<file path="src/rtl/mem_access_unit.sv">
// Execution-side memory access unit: issues ALU writebacks directly and runs
// req/ack load/store transactions on the data bus, stalling the pipeline meanwhile.
module mem_access_unit #(
    parameter int DATA_W  = 32,
    parameter int ADDR_W  = 32,
    parameter int TIMEOUT = 15
) (
    input  logic              clk,
    input  logic              reset,
    input  logic              valid,
    input  logic [2:0]        memctrl,
    input  logic [DATA_W-1:0] alu_result,
    input  logic [DATA_W-1:0] wdata,
    input  logic [4:0]        dest,
    output logic              mem_req,
    output logic              mem_we,
    output logic [ADDR_W-1:0] mem_addr,
    output logic [DATA_W-1:0] mem_wdata,
    input  logic              mem_ack,
    input  logic [DATA_W-1:0] mem_rdata,
    output logic              stall,
    output logic              rf_we,
    output logic [4:0]        rf_waddr,
    output logic [DATA_W-1:0] rf_wdata,
    output logic              err
);

    localparam int CNT_W = (TIMEOUT < 2) ? 1 : $clog2(TIMEOUT + 1);

    typedef enum logic [1:0] {
        IDLE,
        REQ,
        DONE
    } state_e;

    state_e            state_q, state_d;
    logic [CNT_W-1:0]  cnt_q, cnt_d;
    logic              memReq_q, memReq_d;
    logic              memWe_q, memWe_d;
    logic [ADDR_W-1:0] memAddr_q, memAddr_d;
    logic [DATA_W-1:0] memWdata_q, memWdata_d;
    logic [4:0]        dest_q, dest_d;
    logic [DATA_W-1:0] rdata_q, rdata_d;
    logic              rfWe_q, rfWe_d;
    logic [4:0]        rfWaddr_q, rfWaddr_d;
    logic [DATA_W-1:0] rfWdata_q, rfWdata_d;
    logic              err_q, err_d;
    logic              stall_q, stall_d;

    logic isMemOp;
    logic isIllegal;
    logic isMisaligned;

    assign isMemOp      = memctrl[2] | memctrl[1];
    assign isIllegal    = memctrl[2] & memctrl[1];
    assign isMisaligned = (alu_result[1:0] != 2'b00);

    // Every output comes straight from a register; reset clears all of them.
    always_ff @(posedge clk) begin
        if (reset) begin
            state_q    <= IDLE;
            cnt_q      <= '0;
            memReq_q   <= 1'b0;
            memWe_q    <= 1'b0;
            memAddr_q  <= '0;
            memWdata_q <= '0;
            dest_q     <= '0;
            rdata_q    <= '0;
            rfWe_q     <= 1'b0;
            rfWaddr_q  <= '0;
            rfWdata_q  <= '0;
            err_q      <= 1'b0;
            stall_q    <= 1'b0;
        end else begin
            state_q    <= state_d;
            cnt_q      <= cnt_d;
            memReq_q   <= memReq_d;
            memWe_q    <= memWe_d;
            memAddr_q  <= memAddr_d;
            memWdata_q <= memWdata_d;
            dest_q     <= dest_d;
            rdata_q    <= rdata_d;
            rfWe_q     <= rfWe_d;
            rfWaddr_q  <= rfWaddr_d;
            rfWdata_q  <= rfWdata_d;
            err_q      <= err_d;
            stall_q    <= stall_d;
        end
    end

    always_comb begin
        state_d    = state_q;
        cnt_d      = cnt_q;
        memReq_d   = memReq_q;
        memWe_d    = memWe_q;
        memAddr_d  = memAddr_q;
        memWdata_d = memWdata_q;
        dest_d     = dest_q;
        rdata_d    = rdata_q;
        rfWe_d     = 1'b0;
        rfWaddr_d  = rfWaddr_q;
        rfWdata_d  = rfWdata_q;
        err_d      = 1'b0;

        unique case (state_q)
            IDLE: begin
                if (valid && isMemOp) begin
                    if (isIllegal || isMisaligned) begin
                        err_d = 1'b1;
                    end else begin
                        // memWe_q doubles as the remembered op for the writeback decision.
                        memReq_d   = 1'b1;
                        memWe_d    = memctrl[1];
                        memAddr_d  = ADDR_W'(alu_result);
                        memWdata_d = wdata;
                        dest_d     = dest;
                        cnt_d      = '0;
                        state_d    = REQ;
                    end
                end else if (valid && memctrl[0] && (dest != 5'd0)) begin
                    rfWe_d    = 1'b1;
                    rfWaddr_d = dest;
                    rfWdata_d = alu_result;
                end
            end

            REQ: begin
                if (mem_ack) begin
                    rdata_d  = mem_rdata;
                    memReq_d = 1'b0;
                    state_d  = DONE;
                end else if (cnt_q == CNT_W'(TIMEOUT - 1)) begin
                    // Last allowed REQ cycle without an ack: abandon the access.
                    memReq_d = 1'b0;
                    err_d    = 1'b1;
                    cnt_d    = '0;
                    state_d  = IDLE;
                end else begin
                    cnt_d = cnt_q + CNT_W'(1);
                end
            end

            DONE: begin
                if (!memWe_q && (dest_q != 5'd0)) begin
                    rfWe_d    = 1'b1;
                    rfWaddr_d = dest_q;
                    rfWdata_d = rdata_q;
                end
                state_d = IDLE;
            end

            default: begin
                state_d  = IDLE;
                memReq_d = 1'b0;
            end
        endcase

        stall_d = (state_d != IDLE);
    end

    assign mem_req   = memReq_q;
    assign mem_we    = memWe_q;
    assign mem_addr  = memAddr_q;
    assign mem_wdata = memWdata_q;
    assign stall     = stall_q;
    assign rf_we     = rfWe_q;
    assign rf_waddr  = rfWaddr_q;
    assign rf_wdata  = rfWdata_q;
    assign err       = err_q;

endmodule

</file>
<file path="config.mk">
export PLATFORM = sky130hd
export DESIGN_NAME = mem_access_unit
export DESIGN_NICKNAME = d
export VERILOG_FILES = /design/src/rtl/mem_access_unit.sv
export SDC_FILE = /design/constraint.sdc
export NUM_CORES = 1
export LEC_CHECK = 0
export ABC_CLOCK_PERIOD_IN_PS = 2480
export CAP_MARGIN = 20
export CELL_PAD_IN_SITES_DETAIL_PLACEMENT = 1
export CELL_PAD_IN_SITES_GLOBAL_PLACEMENT = 1
export CORE_MARGIN = 4
export CORE_UTILIZATION = 34
export DETAILED_ROUTE_END_ITERATION = 16
export PLACE_DENSITY = 0.85
export SYNTH_ARGS = -nofsm -noshare
export SYNTH_HDL_FRONTEND = slang
export SYNTH_SLANG_ARGS = --single-unit
</file>
<file path="constraint.sdc">
create_clock -name clk -period 2.48 [get_ports clk]
set_clock_uncertainty 0.05 [all_clocks]
set_input_delay 0.248 -clock clk [delete_from_list [all_inputs] [get_ports clk]]
set_output_delay 0.248 -clock clk [all_outputs]
set_load 0.01 [all_outputs]
</file>
==> results of run 1 <==
==> cell usage after synthesis, drive strengths merged <==
cell type | number | area [um^2]
inv | 1 | 3.75
a211oi | 1 | 7.51
a311oi | 37 | 449
a22oi | 1 | 7.51
nor3 | 38 | 190
nor2b | 2 | 12.5
a31oi | 2 | 12.5
nor3b | 6 | 45.0
or4 | 2 | 15.0
xor2 | 1 | 8.76
o21ai | 4 | 20.0
a21oi | 106 | 531
clkbuf | 41 | 154
o211a | 1 | 10.0
nand2b | 3 | 18.8
buf | 17 | 103
nor2 | 6 | 22.5
and2 | 1 | 6.26
dfxtp | 149 | 2980
or2 | 2 | 12.5
nand3 | 4 | 20.0
nand2 | 280 | 1050
ha | 2 | 25.0
or3 | 1 | 6.26
o31ai | 2 | 15.0
and3 | 2 | 12.5
o21a | 1 | 7.51
==> state kept, by name, summed over array words and instances (netlist names), 2 cells and up <==
| name | cells |
|---|---|
| mem_wdata | 32 |
| state_q | 2 |
| rf_wdata | 32 |
| mem_addr | 32 |
| rdata_q | 32 |
| dest_q | 5 |
| cnt_q | 4 |
| rf_waddr | 5 |
==> worst max-delay path, cell delays in order <==
cell             delay [ns]
clkdlybuf4s50_1        0.44
or4_1                  0.55
o211a_1                0.25
or2_2                  0.36
buf_12                 0.19
a311oi_1               0.30
==> power groups by stage <==
stage	Sequential (mW)	Combinational, mW	Clock (mW)
3_3_place_gp	2.53	0.545	0
5_1_grt	2.49	0.598	2.86
4_1_cts	2.48	0.563	2.76
3_5_place_dp	2.54	0.557	0
2_1_floorplan	2.56	0.184	0
6_report	2.48	0.557	2.70
==> per-stage QoR <==
stage                     area, um^2  hold WS (ns)  worst slack [ns]  total power, mW  std cells
after floorplan                 5750         0.334             0.691             2.74        713
after global placement          8120         0.391             0.118             3.08       1106
after detailed placement        8120         0.397            0.0359             3.09       1106
after CTS                       8740         0.194             0.391             5.81       1138
after global routing            8750         0.218             0.306             5.94       1139
final                           8750         0.196             0.401             5.74       1139
==> per-layer routing <==
metal	wire, um	share of wire [%]	GRT usage (%)	up-vias
met4	454	2.3	7.64	0
li1	-	-	-	2788
met5	0	0	0	-
met1	8400	42	23.2	2760
met3	1130	5.6	6.25	31
met2	9960	50	35.4	161
==> cells by family (layout without fill, tap and decap cells) <==
kind of cell / after synthesis / after routing / share of synthesized area [%]
adders and majority gates: 2 / 2 / 0.435
buffers and inverters: 59 / 264 / 4.53
DFF: 149 / 149 / 51.9
other: 0 / 1 / 0
and+or+nand+nor: 347 / 347 / 24.6
xor gates and xnor gates: 1 / 1 / 0.152
AOI/OAI and AO/OA: 155 / 155 / 18.4
==> area by class of cell <==
| cell class | instances | area, um^2 |
|---|---|---|
| fillers | 1957 | 7840 |
| repair buffers | 231 | 2330 |
| well taps | 220 | 275 |
| inverters | 1 | 3.75 |
| multi-input cells | 505 | 2530 |
| clock inverters | 11 | 149 |
| diodes | 1 | 2.50 |
| flip-flops and latches | 149 | 2980 |
| clock buffers | 21 | 470 |
==> path summary, 6_finish.rpt <==
kind	endpoint	slack, ns
setup / recovery	rf_wdata[5]	0.40
hold / removal	mem_wdata[10]	0.20
setup reg to reg	rf_wdata[5]	0.43
hold reg to reg	mem_addr[17]	0.40
==> impl_metrics.toml, run 1 <==
[layout]
fin_util_pct = 52.7
nets = 1015
final_common_cell = "nand2_1"
drive_gt1_share_pct = 8.39
syn2layout_area_growth_pct = 52.1
final_cell_mix = "nand2_1, clkdlybuf4s50_1, dfxtp_1"

[synthesis]
synth.distinct_cells = 31
syn_inst = 713
ys_warn_count = 0
avgSynthCellArea_um2 = 8.06
syn_area_um2 = 5750
syn-num-nets = 823
ys_ff_latch = 149
ys_seq_area_share_pct = 51.9

[setup_path]
worst_r2r_path_depth = 6
critPathKind = "in2reg"
r2r-start = "state_q[0]"
startpoint = "dest[0]"
start_kind = "input pin"
cp.arrival_ns = 2.34
required_ns = 2.74
cp-end-kind = "flip-flop"
worstPathMaxFanout = 22

[clock_tree]
clockBufferDepth = 2
cts_sinks = 149
htreeDepth = 4
cts_setup_buffers = 0
cts_made_buffers = 17
cts_hold_buf = 0
cts_resized = 0
cts.clk_slew.worst_paths_ns = 0.06
cts_root_buffer = "clkbuf_16"
clkLatencyLatePin_ns = 0.42
cts_tree = "built"

[power]
net-switching-power_mw = 1.32
swShare_pct = 22.9
pwr-share-comb_pct = 9.7
ir_drop_uv = 482
leakage_nw = 2.97
seq_power_share_pct = 43.3
intPower_mw = 4.42
clkPwrFrac_pct = 47.0
power_density_nw_per_um2 = 656

[die]
start_util_pct = 34.7
die-area_um2 = 19100
die_w_um = 138
die_y_um = 138
ioPinCount = 214
rows = 47
core_um2 = 16600

[grt]
grt_pass1_vias = 5955
grt_usage_pct = 20.2
grt_pass1_wl_um = 31500
gr-total-overflow = 0
antenna_found_initial = 1
grt_start_max_net_pins = 113

[sta]
final_hold_viol_count = 0
grt_setup_unrepaired = "false"
tightest_slew_ns = 0.612
finalCritPeriodShare_pct = 83.8
period_minus_slack_ns = 2.08
slew_headroom_pct = 59.2
setup_violations = 0
fin_tns_setup_ns = 0
drv_slew = 0
fmax_ghz = 0.481

[worst_hold_path]
min_path_cells = 2
worstHoldStart = "reset"
hp-class = "in2reg"

[detailed_routing]
ant_nets = 0
wl_per_cell_um = 17.5
vias = 5740
via_per_inst = 5.04
drt_iter0_markers = 198
wirelength_um = 19900
first_pass_iters = 5
drc = 0

[place]
io_buffers = 213
dpl.hpwl_um = 13500
gp_congestion = 0.743

[run]
cap_viol_max_count = 0

[status]
status = "finished, final reports clean"
Note: power is estimated with default switching activity, not from simulation.
==> run 2, diff against run 1 <==
ABC_CLOCK_PERIOD_IN_PS = 1900   (was 2480)
CORE_UTILIZATION = 28   (was 34)
PLACE_DENSITY = 0.75   (was 0.85)
clock period = 1.9 ns   (was 2.48 ns; I/O delays follow)
==> run 2 against run 1 <==
Compared with the run above:
- clock power rose by 27%
- sequential cell count is the same
- critical endpoint is now rf_wdata[0]
- global-route usage decreased by 2.8 points
- critical path depth unchanged
- worst hold slack got worse by 0.15 ns
- highest routed layer is now met5
- cell count rose by 5.7%
- sequential power rose by 31%
- register-to-register slack got worse by 0.28 ns
==> impl_metrics.toml, run 2 (synthesis results as in run 1) <==
[grt]
antenna_found_initial = 1
grt_start_max_net_pins = 74
grt_pass1_vias = 5838
gr-total-overflow = 0
grt_usage_pct = 17.4
grt_pass1_wl_um = 31200

[worst_hold_path]
hp-class = "in2reg"
min_to = "mem_wdata[11]"
min_path_cells = 2
worstHoldStart = "reset"

[die]
die_y_um = 151
die_w_um = 151
start_util_pct = 28.4
core_um2 = 20200
die-area_um2 = 22900
ioPinCount = 214
rows = 52

[clock_tree]
cts_root_buffer = "clkbuf_16"
clockBufferDepth = 2
cts_tree = "built"
htreeDepth = 4
cts.clk_slew.worst_paths_ns = 0.06
clkLatencyLatePin_ns = 0.41
cts_made_buffers = 17
cts_sinks = 149

[setup_path]
start_kind = "input pin"
startpoint = "dest[1]"
worst_r2r_path_depth = 6
cp.arrival_ns = 2.12
cp-end-kind = "flip-flop"
r2r_slack_ns = 0.15
critPathKind = "in2reg"
required_ns = 2.17
reg2reg_to = "rf_wdata[11]"
r2r-start = "state_q[0]"
worstPathMaxFanout = 9

[sta]
drv_slew = 0
fmax_ghz = 0.539
period_minus_slack_ns = 1.86
fin_tns_setup_ns = 0
final_hold_viol_count = 0
setup_violations = 0
tightest_slew_ns = 0.696
worst_slack_ns = 0.0431
finalCritPeriodShare_pct = 97.7
slew_headroom_pct = 53.6

[layout]
drive_gt1_share_pct = 10.5
syn2layout_area_growth_pct = 56.8
nets = 1032
antennaDiodeCount = 0
fin_util_pct = 44.6
nFillCells = 2352
final_cell_mix = "nand2_1, clkdlybuf4s50_1, dfxtp_1"
final_cell_area_um2 = 9020
regArea_um2 = 2980
final_common_cell = "nand2_1"
final_cells = 1204
multi_input_area_um2 = 2580

[detailed_routing]
top_layer = "met5"
drt_iter0_markers = 224
vias = 5688
drc = 0
via_per_inst = 4.72
wl_met2_um = 9920
first_pass_iters = 4
ant_nets = 0
wl_per_cell_um = 17.0
dr_wl_met3_um = 1510
wirelength_um = 20500
met1Wirelength_um = 8580

[status]
status = "finished, final reports clean"

[power]
power_density_nw_per_um2 = 824
leakage_nw = 3.09
ir_drop_uv = 590

[place]
dpl.hpwl_um = 13900
dp_slack_ns = -0.434
numPlacedInstances = 1171
io_buffers = 213
placed_area_um2 = 8320
gp_congestion = 0.761

[run]
cap_viol_max_count = 0
## run 2: changes by cell type in the layout (fill, tap and decap cells not counted), moves of 2 or more
cell,change
a311oi_1,-6
a311oi_2,+6
buf_12,+2
buf_4,+12
clkbuf_1,+2
clkbuf_16,+2
clkinv_2,+2
clkinvlp_4,-3
## run 2: area by class of cell
cell class / instances / area share (%)
timing repair buffer: 248 / 28.0
clock buffer: 22 / 5.15
sequential: 149 / 33.1
inverter: 1 / 0.0416
tap: 270 / 3.75
multi-input combinational: 505 / 28.6
clock inverter: 9 / 1.42
## run 2: per-stage QoR
stage / hold WS, ns / power, mW
floorplan: 0.276 / 3.58
global placement: 0.392 / 4.06
detailed placement: 0.397 / 4.07
CTS: 0.0396 / 7.52
global route: 0.0606 / 7.74
finish: 0.0494 / 7.43
## run 2: timing repair
action,CTS,global route
gates resized for setup,1,9
hold buffers,0,0
pin swaps,0,3
setup buffers,0,0
endpoints found under the setup margin,1,38
gates cloned,0,2
hold endpoints to repair,0,0
## run 2: how the worst max path moves through the flow
stage / to / slack, ns / cells past startpoint
after CTS: rf_wdata[12] / 0.003 / 6
after global routing: rf_wdata[31] / -0.01 / 6
after floorplan: rf_waddr[0] / 0.17 / 6
after detailed placement: rf_wdata[9] / -0.43 / 6
final: rf_wdata[0] / 0.04 / 6
after global placement: rf_wdata[11] / -0.40 / 6
## run 2: report_power, final
group          switching, mW  total [mW]  leakage, nW  internal (mW)
Sequential            0.0411        3.24         1.21           3.20
Combinational          0.339       0.766         1.59          0.427
Clock                   1.30        3.42        0.294           2.13
## run 2: metal layers
metal / global-route usage (%) / vias up
met5: 0 / -
met4: 5.98 / 2
met3: 5.15 / 30
met2: 29.3 / 177
met1: 21.3 / 2666
li1: - / 2813
## run 2: worst max-delay path: stages
cell and delay, ns:
clkdlybuf4s50_1 0.43, or4_4 0.53, o211a_1 0.27, or2_4 0.29, buf_4 0.19, a311oi_1 0.22
==> run 3, diff against run 2 <==
CAP_MARGIN = 15   (was 20)
SKIP_CTS_REPAIR_TIMING = 1   (was default)
==> run 3 against run 2 <==
Compared with the run above:
- first-iteration DRC count increased by 2.2%
- largest cell class unchanged
- highest routed layer unchanged
- register-to-register slack about the same
- sequential share of layout area unchanged
- combinational power about the same
==> impl_metrics.toml, run 3 (synthesis results as in run 1) <==
[layout]
nFillCells = 2352
drive_gt1_share_pct = 10.5
final_cell_mix = "nand2_1, clkdlybuf4s50_1, dfxtp_1"
final_cells = 1204
fin_util_pct = 44.6
final_common_cell = "nand2_1"
multi_input_area_um2 = 2580
syn2layout_area_growth_pct = 56.8
regArea_um2 = 2980
antennaDiodeCount = 0
nets = 1032

[setup_path]
required_ns = 2.17
path_delay_family = "simple AND/OR/NAND/NOR gates"
cp-end-kind = "flip-flop"
path_buf_inv = 2
start_kind = "input pin"
cp_slowest_cell = "or4_4"
cpPeakStageDelay_ns = 0.53
crit_chain = "clkdlybuf4s50_1 -> or4_4 -> o211a_1 -> or2_4 -> buf_4 -> a311oi_1"
critPathKind = "in2reg"
cp.arrival_ns = 2.12
worstPathMaxFanout = 9

[sta]
final_hold_viol_count = 0
fmax_ghz = 0.539
tightest_slew_ns = 0.689
finalCritPeriodShare_pct = 97.6
slew_headroom_pct = 54.1
setup_violations = 0
drv_slew = 0
period_minus_slack_ns = 1.85

[power]
swShare_pct = 22.6
pwr-share-comb_pct = 10.3
clkPwrFrac_pct = 46.1
net-switching-power_mw = 1.68
ir_drop_uv = 590
seq_power_share_pct = 43.6
intPower_mw = 5.75
power.total_mw = 7.43
power_density_nw_per_um2 = 824
leakage_nw = 3.09

[grt]
grt_pass1_vias = 5840
grt_pass1_wl_um = 31200
antenna_found_initial = 1
gr-total-overflow = 0
grt_start_max_net_pins = 74
grt_usage_pct = 17.4

[status]
status = "finished, final reports clean"

[clock_tree]
htreeDepth = 4
clkLatencyLatePin_ns = 0.41
cts_sinks = 149
clockBufferDepth = 2
cts.clk_slew.worst_paths_ns = 0.06
cts_tree = "built"
cts_made_buffers = 17
cts_root_buffer = "clkbuf_16"

[detailed_routing]
vias = 5696
drc = 0
ant_nets = 0
first_pass_iters = 4
wirelength_um = 20500
wl_per_cell_um = 17.0
drt_iter0_markers = 229
via_per_inst = 4.73

[die]
core_um2 = 20200
die_y_um = 151
ioPinCount = 214
die_w_um = 151
rows = 52
start_util_pct = 28.4
die-area_um2 = 22900

[worst_hold_path]
hp-class = "in2reg"

[place]
numPlacedInstances = 1171
io_buffers = 213
dpl.hpwl_um = 13900
gp_congestion = 0.761

[run]
cap_viol_max_count = 0
==> run 3: metal layers <==
layer	track usage [%]	part of all wire, %	vias up
li1	-	-	2814
met1	21.2	42	2672
met2	29.2	48	176
met3	5.18	7.3	32
met4	6.21	2.4	2
met5	0	0.073	-
==> run 3: final timing paths <==
path	cells after the start	slack [ns]	endpoint	from
worst max-delay path	6	0.05	rf_wdata[0]	dest[1]
worst min-delay path	2	0.05	mem_wdata[11]	reset
worst max register to register	6	0.15	rf_wdata[11]	state_q[0]
worst min register to register	2	0.40	mem_wdata[19]	mem_wdata[19]
==> run 3: final cells by class <==
type | instances | area share [%]
flip-flops and latches | 149 | 33.1
multi-input cells | 505 | 28.6
repair buffers | 248 | 28.0
clock buffers | 22 | 5.15
well taps | 270 | 3.75
clock inverters | 9 | 1.42
inverters | 1 | 0.0416
==> run 3: power by group through the flow <==
stage          combinational (mW)  clock (mW)  sequential (mW)
5_1_grt                     0.834        3.66             3.25
3_3_place_gp                0.748           0             3.31
3_5_place_dp                0.757           0             3.31
4_1_cts                     0.762        3.52             3.24
6_report                    0.766        3.42             3.24
2_1_floorplan               0.240           0             3.34
==> run 3: worst reg2reg max path, delay by kind of cell (launching register included) <==
kind                   cells  cell delay, ns
AOI/OAI and AO/OA          2            0.44
buffers and inverters      2            0.46
DFF                        1            0.35
and+or+nand+nor            2            0.36
==> run 3: stage by stage <==
step	hold slack (ns)	TNS, ns	setup WS, ns	instance area, um^2
floorplan	0.276	0	0.169	5750
global placement	0.392	-19.13	-0.399	8320
detailed placement	0.397	-18.44	-0.434	8320
CTS	0.0396	-0.00233	-0.00233	8920
global route	0.0606	-0.0115	-0.0115	9020
finish	0.0493	0	0.0459	9020
